### src/rtl/vga_timing_gen.sv
// vga_timing_gen: pixel/line counters with registered sync, blank and
// data-enable outputs, line/frame start pulses and a completed-frame counter.
// All decoded outputs are computed from the next-state counts so they are
// registered in the same cycle as the counts they describe.
module vga_timing_gen #(
   parameter int H_VISIBLE = 640,
   parameter int H_FRONT   = 16,
   parameter int H_SYNC    = 96,
   parameter int H_BACK    = 48,
   parameter int V_VISIBLE = 480,
   parameter int V_FRONT   = 10,
   parameter int V_SYNC    = 2,
   parameter int V_BACK    = 33,
   parameter bit H_POL     = 1'b0,
   parameter bit V_POL     = 1'b0,
   parameter int CW        = 11,
   parameter int FW        = 8
) (
   input  logic          clk,
   input  logic          reset,
   input  logic          pix_en,
   input  logic          restart,
   output logic [CW-1:0] h_count,
   output logic [CW-1:0] v_count,
   output logic          hsync,
   output logic          vsync,
   output logic          hblank,
   output logic          vblank,
   output logic          de,
   output logic          line_start,
   output logic          frame_start,
   output logic [FW-1:0] frame_count
);

   localparam int H_TOTAL = H_VISIBLE + H_FRONT + H_SYNC + H_BACK;
   localparam int V_TOTAL = V_VISIBLE + V_FRONT + V_SYNC + V_BACK;

   // Window bounds held as 32-bit values so an end bound equal to 2^CW
   // (sync running to the last column) does not alias to zero.
   localparam logic [31:0] H_LAST   = 32'(H_TOTAL - 1);
   localparam logic [31:0] V_LAST   = 32'(V_TOTAL - 1);
   localparam logic [31:0] H_VIS    = 32'(H_VISIBLE);
   localparam logic [31:0] V_VIS    = 32'(V_VISIBLE);
   localparam logic [31:0] HS_START = 32'(H_VISIBLE + H_FRONT);
   localparam logic [31:0] HS_END   = 32'(H_VISIBLE + H_FRONT + H_SYNC);
   localparam logic [31:0] VS_START = 32'(V_VISIBLE + V_FRONT);
   localparam logic [31:0] VS_END   = 32'(V_VISIBLE + V_FRONT + V_SYNC);

   if (longint'(H_TOTAL) > (longint'(1) << CW)) begin : g_h_total_chk
      $error("vga_timing_gen: H_TOTAL does not fit in CW bits");
   end
   if (longint'(V_TOTAL) > (longint'(1) << CW)) begin : g_v_total_chk
      $error("vga_timing_gen: V_TOTAL does not fit in CW bits");
   end

   logic [CW-1:0] h_q, h_d;
   logic [CW-1:0] v_q, v_d;
   logic [FW-1:0] fc_q, fc_d;
   logic          restart_q;
   logic          hsync_q, hsync_d;
   logic          vsync_q, vsync_d;
   logic          hblank_q, hblank_d;
   logic          vblank_q, vblank_d;
   logic          de_q, de_d;
   logic          ls_q, ls_d;
   logic          fs_q, fs_d;
   logic          restart_first;
   logic          h_end, v_end;
   logic [31:0]   h_nx, v_nx;

   // Next-state counters, pulses and decodes of the next counts.
   always_comb begin
      h_end         = (32'(h_q) == H_LAST);
      v_end         = (32'(v_q) == V_LAST);
      restart_first = restart & ~restart_q;
      h_d  = h_q;
      v_d  = v_q;
      fc_d = fc_q;
      ls_d = 1'b0;
      fs_d = 1'b0;
      if (restart) begin
         // Restart wins over pix_en; only its first cycle emits pulses.
         h_d  = '0;
         v_d  = '0;
         ls_d = restart_first;
         fs_d = restart_first;
      end else if (pix_en) begin
         if (h_end) begin
            h_d  = '0;
            ls_d = 1'b1;
            if (v_end) begin
               v_d  = '0;
               fc_d = fc_q + FW'(1);
               fs_d = 1'b1;
            end else begin
               v_d = v_q + CW'(1);
            end
         end else begin
            h_d = h_q + CW'(1);
         end
      end
      h_nx     = 32'(h_d);
      v_nx     = 32'(v_d);
      hsync_d  = ((h_nx >= HS_START) && (h_nx < HS_END)) ? H_POL : ~H_POL;
      vsync_d  = ((v_nx >= VS_START) && (v_nx < VS_END)) ? V_POL : ~V_POL;
      hblank_d = (h_nx >= H_VIS);
      vblank_d = (v_nx >= V_VIS);
      de_d     = ~hblank_d & ~vblank_d;
   end

   // State and registered outputs; reset forces the (0,0) idle picture.
   always_ff @(posedge clk or posedge reset) begin
      if (reset) begin
         h_q       <= '0;
         v_q       <= '0;
         fc_q      <= '0;
         restart_q <= 1'b0;
         hsync_q   <= ~H_POL;
         vsync_q   <= ~V_POL;
         hblank_q  <= 1'b0;
         vblank_q  <= 1'b0;
         de_q      <= 1'b1;
         ls_q      <= 1'b0;
         fs_q      <= 1'b0;
      end else begin
         h_q       <= h_d;
         v_q       <= v_d;
         fc_q      <= fc_d;
         restart_q <= restart;
         hsync_q   <= hsync_d;
         vsync_q   <= vsync_d;
         hblank_q  <= hblank_d;
         vblank_q  <= vblank_d;
         de_q      <= de_d;
         ls_q      <= ls_d;
         fs_q      <= fs_d;
      end
   end

   assign h_count     = h_q;
   assign v_count     = v_q;
   assign hsync       = hsync_q;
   assign vsync       = vsync_q;
   assign hblank      = hblank_q;
   assign vblank      = vblank_q;
   assign de          = de_q;
   assign line_start  = ls_q;
   assign frame_start = fs_q;
   assign frame_count = fc_q;

endmodule
### config.mk
export PLATFORM = sky130hd
export DESIGN_NAME = vga_timing_gen
export DESIGN_NICKNAME = d
export VERILOG_FILES = /design/src/rtl/vga_timing_gen.sv
export SDC_FILE = /design/constraint.sdc
export NUM_CORES = 1
export LEC_CHECK = 0
export BUFFER_PORTS_ARGS = -buffer_cell sky130_fd_sc_hd__buf_2
export CAP_MARGIN = 20
export CORE_MARGIN = 4
export CORE_UTILIZATION = 55
export CTS_CLUSTER_SIZE = 25
export DETAILED_ROUTE_END_ITERATION = 12
export PLACE_DENSITY = 0.87
export RECOVER_POWER = 50
export SLEW_MARGIN = 10
export SYNTH_ARGS = -nofsm -noshare
export SYNTH_HDL_FRONTEND = slang
export SYNTH_SLANG_ARGS = --single-unit
### constraint.sdc
create_clock -name clk -period 3.6 [get_ports clk]
set_clock_uncertainty 0.05 [all_clocks]
set_input_delay 0.72 -clock clk [delete_from_list [all_inputs] [get_ports clk]]
set_output_delay 0.72 -clock clk [all_outputs]
set_load 0.02 [all_outputs]
==> results.json <==
{
  "cts_tree": "yes",
  "coreArea_um2": 3660,
  "postLayoutCellArea_um2": 2430,
  "hold_slack_ns": 0.410,
  "num_io_pins": 41,
  "rsz0062_at_grt": "false",
  "final_cells": 306,
  "num_rows": 22,
  "wl_met1_um": 1820,
  "post_cts_buffers": 0,
  "ys_types": 48,
  "synth.avg_cell_area_um2": 9.68,
  "grt_remaining_overflow": 0,
  "insertedDiodeCount": 0,
  "path_max_fanout": 10,
  "p_per_area_nw_per_um2": 375,
  "peakVddDrop_mv": 0.262,
  "setup_viol": 0,
  "dp.cells": 298,
  "ant_nets": 0,
  "routed_wl_um": 4340,
  "ys_seq_area_frac": 0.459,
  "critPathCaptureType": "flip-flop",
  "cts_made_buffers": 5,
  "yosys_warnings": 0,
  "die_w_um": 69.5,
  "grt_usage": 0.190,
  "slew_headroom": 0.547,
  "synth_edf_count": 0,
  "syn_nets": 223,
  "cp.arrival_ns": 3.00,
  "synth_seq_cells": 38,
  "dieArea_um2": 4830,
  "final.setup.tns_ns": 0,
  "cts_max_level": 2,
  "cts-root-buf": "clkbuf_8",
  "required_ns": 3.75,
  "placed_area_um2": 2320,
  "synth-async-reset-ratio": 1.00,
  "highest_layer": "met4",
  "wl_met3_um": 286,
  "final_core_util": 0.664,
  "hold_viol_final": 0,
  "drt_iter0_drc": 117,
  "wl_per_cell_um": 14.2,
  "status": "completed",
  "nNetsFinal": 265,
  "post_cts_resized": 0,
  "grt_max_degree": 20,
  "route.met2.wl_um": 2190,
  "worst_hold_path_type": "flip-flop to flip-flop",
  "worst_pin_slew_ns": 0.680,
  "vias_per_cell": 5.83,
  "drt_first_pass_iters": 4,
  "syn-instance-count": 215,
  "gp_congestion": 0.857,
  "drive_above_1_share": 0.190,
  "grt_pass1_vias": 1711,
  "fin_crit_ns": 2.85,
  "route.detailed.drc": 0,
  "clock_path_buffers": 2,
  "antenna_found_initial": 0,
  "fp.dieH_um": 69.5,
  "critPathKind": "flip-flop to flip-flop",
  "worstSetupStartpointType": "flip-flop",
  "cts.reportedPaths.clkPinSlew_ns": 0.08,
  "syn-cell-area_um2": 2080,
  "power.leakage_nw": 1.06,
  "hpwl_um": 3140,
  "numClockSinks": 38,
  "syn2layout_area_growth_pct": 16.8,
  "via_count": 1783,
  "grt_pass1_wl_um": 7510,
  "initial_utilization": 0.568,
  "portBuffers": 40,
  "clk_latency_ns": 0.29,
  "maxCapViolCount": 0,
  "synth_flop_cell": "dfrtp_1",
  "ctsHoldBuffers": 0,
  "period_share": 0.792,
  "slew_violations": 0,
  "max_freq_ghz": 0.351
}
-- stage by stage --
stage               setup slack (ns)  power [mW]
finish                         0.751       0.911
global placement               0.684       0.479
floorplan                      0.637       0.467
CTS                            0.766       0.923
detailed placement             0.611       0.480
global route                   0.665       0.947
-- cells by family (layout without fill, tap and decap cells) --
logic type | after synthesis | count (layout) | synth area share
xor+xnor | 21 | 21 | 0.0884
simple gates | 99 | 99 | 0.265
compound gates | 31 | 31 | 0.100
mux | 5 | 5 | 0.0253
fa+ha+maj | 4 | 4 | 0.0241
flops | 38 | 38 | 0.459
buf+inv | 17 | 60 | 0.0385
-- worst max-delay path, stage by stage (launching register included) --
cell	delay [ns]
dfrtp_1	0.48
or4b_4	0.58
or4_4	0.57
or4_4	0.50
a21oi_2	0.17
o2111ai_1	0.18
nand4b_1	0.24
-- cell usage in the layout (no fill, tap or decap), types with 2 or more instances in the layout --
| cell | synthesis | final |
|---|---|---|
| xnor2_1 | 14 | 14 |
| clkbuf_1 | 5 | 19 |
| xor2_1 | 7 | 7 |
| mux2i_1 | 3 | 3 |
| a211o_1 | 2 | 2 |
| nor2_1 | 23 | 23 |
| o21ai_0 | 5 | 5 |
| nand3_1 | 7 | 7 |
| o2111ai_1 | 2 | 2 |
| or4_4 | 2 | 2 |
| nand2_1 | 18 | 18 |
| nor4_1 | 4 | 4 |
| nand2b_1 | 5 | 5 |
| a21oi_1 | 9 | 9 |
| buf_2 | 1 | 23 |
| nor3_1 | 4 | 4 |
| or4b_2 | 2 | 2 |
| and3_1 | 5 | 5 |
| dfstp_2 | 3 | 3 |
| inv_1 | 9 | 9 |
| bufinv_16 | 0 | 2 |
| or3_1 | 3 | 3 |
| a31oi_1 | 3 | 3 |
| clkbuf_8 | 0 | 6 |
| mux2_2 | 2 | 2 |
| ha_1 | 4 | 4 |
| dfrtp_1 | 35 | 35 |
| nand4b_1 | 2 | 2 |
| or2_2 | 2 | 2 |
| nor2b_1 | 2 | 2 |
| nand4_1 | 12 | 12 |
-- registers in the layout (all words and copies together), names as in the netlist --
name	flops
vsync	1
vblank	1
frame_start	1
de	1
v_count	11
h_count	11
hblank	1
frame_count	8
line_start	1
hsync	1
restart_q	1
-- path summary, 6_finish.rpt --
kind,from,end,slack (ns),cells past startpoint
setup reg to reg,h_count[5],vsync,0.75,6
hold reg to reg,restart_q,frame_start,0.41,1
setup / recovery,h_count[5],vsync,0.75,6
hold / removal,restart_q,frame_start,0.41,1
min in group asynchronous,reset,frame_count[1],0.47,2
max in group asynchronous,reset,hblank,2.01,3
-- power by group --
part / switching [mW] / internal, mW
clock: 0.146 / 0.296
sequential: 0.00493 / 0.431
combinational: 0.0248 / 0.00907
-- cell usage after synthesis (3+ instances only) --
cell	instances	area, um2
dfrtp_1	35	876
nor2_1	23	86.3
nand2_1	18	67.6
xnor2_1	14	123
nand4_1	12	75.1
a21oi_1	9	45.0
inv_1	9	33.8
nand3_1	7	35.0
xor2_1	7	61.3
and3_1	5	31.3
clkbuf_1	5	18.8
nand2b_1	5	31.3
o21ai_0	5	25.0
ha_1	4	50.1
nor3_1	4	20.0
nor4_1	4	25.0
a31oi_1	3	18.8
dfstp_2	3	78.8
mux2i_1	3	30.0
or3_1	3	18.8
-- final cells by class --
class	count	area [um2]
Tap cell	48	60.1
Multi-Input combinational cell	160	1050
Clock buffer	6	82.6
Timing Repair Buffer	43	194
Sequential cell	38	955
Clock inverter	2	60.1
Fill cell	306	1230
Inverter	9	33.8
-- layer usage --
metal	GRT usage	up-vias
li1	-	854
met1	0.225	861
met2	0.319	61
met3	0.0551	7
met4	0.0803	0
met5	0	-
Note: power is estimated with default switching activity, not from simulation.
